<file path="config.mk">
export PLATFORM = sky130hd
export DESIGN_NAME = omsp_transpose
export DESIGN_NICKNAME = d
export VERILOG_FILES = /design/src/rtl/omsp_transpose_pkg.sv /design/src/rtl/omsp_transpose_pair_seq.sv /design/src/rtl/omsp_transpose.sv
export SDC_FILE = /design/constraint.sdc
export NUM_CORES = 1
export LEC_CHECK = 0
export ABC_CLOCK_PERIOD_IN_PS = 5700
export BUFFER_PORTS_ARGS = -buffer_cell sky130_fd_sc_hd__buf_2
export CELL_PAD_IN_SITES_DETAIL_PLACEMENT = 1
export CELL_PAD_IN_SITES_GLOBAL_PLACEMENT = 2
export CORE_MARGIN = 2
export CORE_UTILIZATION = 47
export CTS_BUF_LIST = sky130_fd_sc_hd__clkbuf_2 sky130_fd_sc_hd__clkbuf_4 sky130_fd_sc_hd__clkbuf_8
export DETAILED_ROUTE_END_ITERATION = 8
export GPL_TIMING_DRIVEN = 0
export HOLD_SLACK_MARGIN = 0.06
export PLACE_DENSITY_LB_ADDON = 0.1
export SLEW_MARGIN = 40
export SYNTH_ARGS = -nofsm -noshare
export SYNTH_HDL_FRONTEND = slang
export SYNTH_SLANG_ARGS = --single-unit
</file>
<file path="constraint.sdc">
create_clock -name mclk -period 5.7 [get_ports mclk]
set_clock_uncertainty 0.05 [all_clocks]
set_input_delay 0.57 -clock mclk [delete_from_list [all_inputs] [get_ports mclk]]
set_output_delay 0.57 -clock mclk [all_outputs]
set_load 0.02 [all_outputs]
</file>
<file path="src/rtl/omsp_transpose_pkg.sv">
// Shared constants and types for the omsp_transpose 4x4 transpose peripheral.
package omsp_transpose_pkg;

  localparam int DIM    = 4;
  localparam int NPAIRS = 6;

  localparam logic [1:0] REG_CTRL = 2'd0;
  localparam logic [1:0] REG_STAT = 2'd1;
  localparam logic [1:0] REG_IDX  = 2'd2;
  localparam logic [1:0] REG_DATA = 2'd3;

  localparam int CTRL_START = 0;
  localparam int CTRL_IE    = 1;
  localparam int STAT_BUSY  = 0;
  localparam int STAT_DONE  = 1;

  typedef enum logic {
    ST_IDLE,
    ST_RUN
  } state_t;

  // Row-major flat index of element (row, col) in the 4x4 matrix.
  function automatic logic [3:0] elemIndex(input logic [1:0] row, input logic [1:0] col);
    return {row, col};
  endfunction

endpackage

</file>
<file path="src/rtl/omsp_transpose_pair_seq.sv">
// Walks the six above-diagonal (i,j) pairs of a 4x4 matrix, one per advance.
module omsp_transpose_pair_seq
  import omsp_transpose_pkg::*;
(
  input  logic       clk,
  input  logic       rst,
  input  logic       i_start,
  input  logic       i_advance,
  output logic [1:0] o_i,
  output logic [1:0] o_j,
  output logic       o_last
);

  localparam logic [2:0] LAST_P = 3'(NPAIRS - 1);

  logic [2:0] r_p;

  always_ff @(posedge clk) begin
    if (rst) begin
      r_p <= '0;
    end else if (i_start) begin
      r_p <= '0;
    end else if (i_advance) begin
      r_p <= o_last ? 3'd0 : r_p + 3'd1;
    end
  end

  assign o_last = (r_p == LAST_P);

  always_comb begin
    o_i = 2'd0;
    o_j = 2'd1;
    case (r_p)
      3'd0: begin o_i = 2'd0; o_j = 2'd1; end
      3'd1: begin o_i = 2'd0; o_j = 2'd2; end
      3'd2: begin o_i = 2'd0; o_j = 2'd3; end
      3'd3: begin o_i = 2'd1; o_j = 2'd2; end
      3'd4: begin o_i = 2'd1; o_j = 2'd3; end
      3'd5: begin o_i = 2'd2; o_j = 2'd3; end
      default: begin o_i = 2'd0; o_j = 2'd1; end
    endcase
  end

endmodule

</file>
<file path="src/rtl/omsp_transpose.sv">
// openMSP430 peripheral: 16-word matrix window with an in-place 4x4 transpose engine.
module omsp_transpose
  import omsp_transpose_pkg::*;
#(
  parameter logic [14:0] BASE_ADDR = 15'h0100,
  parameter int          DIM       = 4
) (
  input  logic        mclk,
  input  logic        puc_rst,
  input  logic [13:0] per_addr,
  input  logic [15:0] per_din,
  input  logic        per_en,
  input  logic [1:0]  per_we,
  output logic [15:0] per_dout,
  output logic        irq_transpose
);

  localparam int NELEM = DIM * DIM;

  state_t      r_state;
  state_t      w_stateNext;
  logic        r_ie;
  logic        r_done;
  logic        r_irq;
  logic [3:0]  r_idx;
  logic [15:0] r_mem [NELEM];

  logic        w_sel, w_rd, w_wr, w_wrLo, w_busy;
  logic [1:0]  w_reg;
  logic        w_start, w_ieWr, w_doneClr, w_idxWr, w_dataWr, w_dataRd;
  logic        w_ieNext, w_doneNext, w_finish;
  logic [1:0]  w_i, w_j;
  logic        w_last;
  logic [3:0]  w_idxA, w_idxB;

  assign w_sel  = per_en & (per_addr[13:2] == BASE_ADDR[14:3]);
  assign w_reg  = per_addr[1:0];
  assign w_rd   = w_sel & (per_we == 2'b00);
  assign w_wr   = w_sel & (per_we != 2'b00);
  assign w_wrLo = w_sel & per_we[0];
  assign w_busy = (r_state == ST_RUN);

  // START, IDX and DATA are locked out while a transpose is running; IE and DONE are not.
  assign w_start   = w_wrLo & (w_reg == REG_CTRL) & per_din[CTRL_START] & ~w_busy;
  assign w_ieWr    = w_wrLo & (w_reg == REG_CTRL);
  assign w_doneClr = w_wrLo & (w_reg == REG_STAT) & per_din[STAT_DONE];
  assign w_idxWr   = w_wrLo & (w_reg == REG_IDX) & ~w_busy;
  assign w_dataWr  = w_wr & (w_reg == REG_DATA) & ~w_busy;
  assign w_dataRd  = w_rd & (w_reg == REG_DATA) & ~w_busy;

  omsp_transpose_pair_seq u_pairSeq (
    .clk       (mclk),
    .rst       (puc_rst),
    .i_start   (w_start),
    .i_advance (w_busy),
    .o_i       (w_i),
    .o_j       (w_j),
    .o_last    (w_last)
  );

  assign w_idxA = elemIndex(w_i, w_j);
  assign w_idxB = elemIndex(w_j, w_i);

  always_comb begin
    w_stateNext = r_state;
    w_finish    = 1'b0;
    case (r_state)
      ST_IDLE: if (w_start) w_stateNext = ST_RUN;
      ST_RUN: begin
        if (w_last) begin
          w_stateNext = ST_IDLE;
          w_finish    = 1'b1;
        end
      end
      default: w_stateNext = ST_IDLE;
    endcase
  end

  // Completion beats a same-cycle DONE clear; the IRQ register sees next-cycle DONE/IE.
  assign w_ieNext   = w_ieWr ? per_din[CTRL_IE] : r_ie;
  assign w_doneNext = w_finish ? 1'b1 : (w_doneClr ? 1'b0 : r_done);

  always_ff @(posedge mclk) begin
    if (puc_rst) begin
      r_state <= ST_IDLE;
      r_ie    <= 1'b0;
      r_done  <= 1'b0;
      r_irq   <= 1'b0;
      r_idx   <= '0;
    end else begin
      r_state <= w_stateNext;
      r_ie    <= w_ieNext;
      r_done  <= w_doneNext;
      r_irq   <= w_doneNext & w_ieNext;
      if (w_idxWr) begin
        r_idx <= per_din[3:0];
      end else if (w_dataWr | w_dataRd) begin
        r_idx <= r_idx + 4'd1;
      end
    end
  end

  always_ff @(posedge mclk) begin
    if (puc_rst) begin
      for (int k = 0; k < NELEM; k++) begin
        r_mem[k] <= '0;
      end
    end else if (w_busy) begin
      r_mem[w_idxA] <= r_mem[w_idxB];
      r_mem[w_idxB] <= r_mem[w_idxA];
    end else if (w_dataWr) begin
      if (per_we[0]) r_mem[r_idx][7:0]  <= per_din[7:0];
      if (per_we[1]) r_mem[r_idx][15:8] <= per_din[15:8];
    end
  end

  always_comb begin
    per_dout = 16'h0000;
    if (w_rd) begin
      case (w_reg)
        REG_CTRL: per_dout = {14'd0, r_ie, 1'b0};
        REG_STAT: per_dout = {14'd0, r_done, w_busy};
        REG_IDX:  per_dout = {12'd0, r_idx};
        REG_DATA: per_dout = w_busy ? 16'h0000 : r_mem[r_idx];
        default:  per_dout = 16'h0000;
      endcase
    end
  end

  assign irq_transpose = r_irq;

endmodule

</file>
==> impl_metrics.toml <==
[status]
status = "finished, violations left"
violations = "negative setup slack"

[cts]
ctsHoldBuffers = 0
clock_sinks = 271
path_clk_slew_ps = 60
cts_buffer_depth = 3
cts_htree_levels = 2
cts_setup_buffers = 0
clock_latency_ps = 650
cts-resized-gates = 0
cts_buffers = 50
cts_tree = "done"
root_buffer = "clkbuf_8"

[power]
seq_power_share_pct = 51.3
ir_drop_mv = 0.182
finalPower_mw = 4.49
p_int_mw = 3.38
p_switching_mw = 1.12
p_sw_share_pct = 24.8
p_per_area_nw_per_um2 = 249
power_frac_comb_pct = 4.8
pwr-share-clk_pct = 43.9
leakagePower_nw = 6.22

[yosys]
synth_cell_types = 86
yosysSeqAreaShare_pct = 49.6
synthFlopType = "edfxtp_1"
synth_edf_count = 256
synth-seq-cells = 271
async_flop_share_pct = 0
yosysWarnings = 0
syn-cell-area_um2 = 16100
syn_nets = 1502
synth_cells = 1465
syn-mean-instance-area_um2 = 11.0

[timing]
rsz0062_at_grt = "false"
max_slew_margin_pct = 35.5
setup_violations = 5
max_freq_ghz = 0.172
finalHoldViolCount = 0
whs_ps = 237
min_period_over_period_pct = 102
finalWorstSetupSlack_ps = -129
drv_slew = 0
min_period_ps = 5830
worst_pin_slew_ps = 967

[final_layout]
synthToLayoutAreaGrowth_pct = 12.1
fillers = 3669
drive_gt1_share_pct = 21.6
nets = 1601
final_util_pct = 53.7
final_area_um2 = 18100

[floorplanning]
initial_utilization_pct = 47.9
core_region_area_um2 = 33600
die_w_um = 189
io_pins = 52
die_y_um = 189
row_count = 67
die_area_um2 = 35800

[setup_path]
startpoint_type = "register"
path_max_fanout = 10
worst_r2r_endpoint = "r_mem[13][9]"
path_cells = "buf_2, buf_2, inv_1, buf_2, buf_1, ha_1, buf_2, buf_2, inv_1, clkbuf_1, clkbuf_1, a221o_1, a21oi_1, o22ai_1"
worstRegToRegCells = 14
path_common_cell = "buf_2"
crit_path_end_kind = "register"
reg2reg_slack_ps = -130
crit_start = "u_pairSeq.r_p[2]"
slowest_delay_ps = 680
critPathRequiredTime_ps = 5990
crit_slowest_cell = "a21oi_1"
reg2reg_from = "u_pairSeq.r_p[2]"
crit_type = "reg -> reg"
crit_arrival_ps = 6120

[global_routing]
track_usage_pct = 44.6
grt_pass1_wl_um = 111000
antenna_found_initial = 1
overflow = 0
grt_pass1_vias = 14600
grt_max_degree = 13

[drt]
dr.first_iter.drc_count = 2835
wl_per_cell_um = 38.7
drt_wl_total_um = 79500
vias = 15100
ant_nets = 0
route.detailed.drc = 0
viasPerCell = 7.33
first_pass_iters = 7

[placed_design]
io_buffers = 46
dp_hpwl_um = 60700
place_ws_ps = 200
gp_congestion = 1.02
place_area_um2 = 17000

[flow_run]
cap_violations = 0

[worst_hold_path]
worstHoldStart = "per_din[7]"
hold_depth = 3
min_path_type = "in -> reg"
worstHoldEndpoint = "r_mem[5][7]"
==> power groups by stage <==
stage | registers, mW | logic [mW] | clock network, mW
final | 2.31 | 0.215 | 1.97
after global routing | 2.30 | 0.225 | 2.03
after CTS | 2.30 | 0.207 | 1.96
after detailed placement | 2.34 | 0.206 | 0
after global placement | 2.34 | 0.201 | 0
after floorplan | 2.30 | 0.125 | 0
==> cell usage after synthesis, types with 7 or more instances <==
library cell | count | share of area, %
o22ai_1 | 62 | 2.4
a22oi_1 | 41 | 1.9
edfxtp_1 | 256 | 48
o21ai_1 | 9 | 0.28
a221oi_1 | 7 | 0.38
nand2_1 | 122 | 2.8
mux4_2 | 70 | 9.8
inv_1 | 12 | 0.28
buf_2 | 56 | 1.7
and3_1 | 24 | 0.93
a21oi_1 | 38 | 1.2
a31oi_1 | 10 | 0.39
clkbuf_1 | 52 | 1.2
and2_1 | 7 | 0.27
nor3_1 | 39 | 1.2
dfxtp_1 | 15 | 1.9
o21ai_0 | 87 | 2.7
nand2b_1 | 31 | 1.2
a211oi_1 | 36 | 1.7
nor2_1 | 181 | 4.2
or2_2 | 7 | 0.27
nand3b_1 | 10 | 0.47
mux2_2 | 11 | 0.77
a22o_1 | 26 | 1.4
mux2i_1 | 36 | 2.2
o221ai_1 | 8 | 0.43
nand3_1 | 32 | 0.99
nor2b_1 | 40 | 1.6
==> cells in the final DEF, fill, tap and decap left out, drive strengths merged, types with 15 or more instances in the layout <==
cell    netlist  final
mux2i        37     37
clkbuf       52    123
nor2b        40     40
a22o         26     26
nand3        32     32
buf          69    115
clkinv        0     18
mux4         70     70
nand2       123    123
a22oi        41     41
a211oi       37     37
edfxtp      256    256
nand2b       31     31
o22ai        62     62
nor2        186    186
and3         24     24
dfxtp        15     15
a21oi        39     39
nor3         40     40
o21ai       102    102
==> logic make-up (layout without fill, tap and decap cells) <==
| logic type | after synthesis | after routing | share of synthesized area, % |
|---|---|---|---|
| and+or+nand+nor | 525 | 525 | 15.7 |
| AOI/OAI and AO/OA | 411 | 411 | 17.7 |
| DFF | 271 | 271 | 49.6 |
| buffers and inverters | 134 | 273 | 3.74 |
| muxes | 118 | 118 | 12.9 |
| xor gates and xnor gates | 4 | 4 | 0.217 |
| adders and majority gates | 2 | 2 | 0.155 |
| other | 0 | 5 | 0 |
==> layer usage <==
| metal | track usage [%] | vias up | wire [µm] |
|---|---|---|---|
| li1 | - | 5935 | - |
| met1 | 61.9 | 7587 | 30500 |
| met2 | 62.9 | 1328 | 32900 |
| met3 | 16.5 | 236 | 12700 |
| met4 | 18.2 | 2 | 3430 |
| met5 | 0.137 | - | 11 |
==> flip-flops by register name, indices dropped and copies added (netlist names), named ones only <==
name           flops
irq_transpose      1
r_ie               1
r_mem            256
u_pairSeq.r_p      3
r_state            1
r_done             1
r_idx              4
==> critical path: cells and delay by family, from the launching register on <==
family	cells	cell delay [ps]
AOI/OAI and AO/OA	3	1450
buffers and inverters	10	3390
DFF	1	360
adders and majority gates	1	260
==> through the flow <==
stage | instances | TNS [ps]
3_3_place_gp | 1959 | 0
2_1_floorplan | 1465 | 0
5_1_grt | 2052 | 0
3_5_place_dp | 1960 | 0
6_report | 2057 | -482
4_1_cts | 2052 | 0
==> how the worst max path moves through the flow <==
| stage | endpoint | slack (ps) | cells past startpoint |
|---|---|---|---|
| global placement | r_mem[2][4] | 40 | 13 |
| CTS | r_mem[13][9] | 220 | 14 |
| floorplan | r_mem[1][0] | 2350 | 12 |
| global route | r_mem[9][9] | 8 | 14 |
| finish | r_mem[13][9] | -130 | 14 |
| detailed placement | r_mem[13][9] | 200 | 14 |
==> final cells by class <==
cell class / count / area (µm²) / area share, %
flip-flops and latches: 271 / 7990 / 44.2
multi-input cells: 1060 / 7630 / 42.2
clock buffers: 70 / 863 / 4.78
plain buffers: 121 / 573 / 3.17
well taps: 448 / 561 / 3.10
repair buffers: 47 / 238 / 1.32
clock inverters: 22 / 155 / 0.859
inverters: 13 / 48.8 / 0.270
diodes: 5 / 12.5 / 0.0693
(Power assumes the default switching activity.)
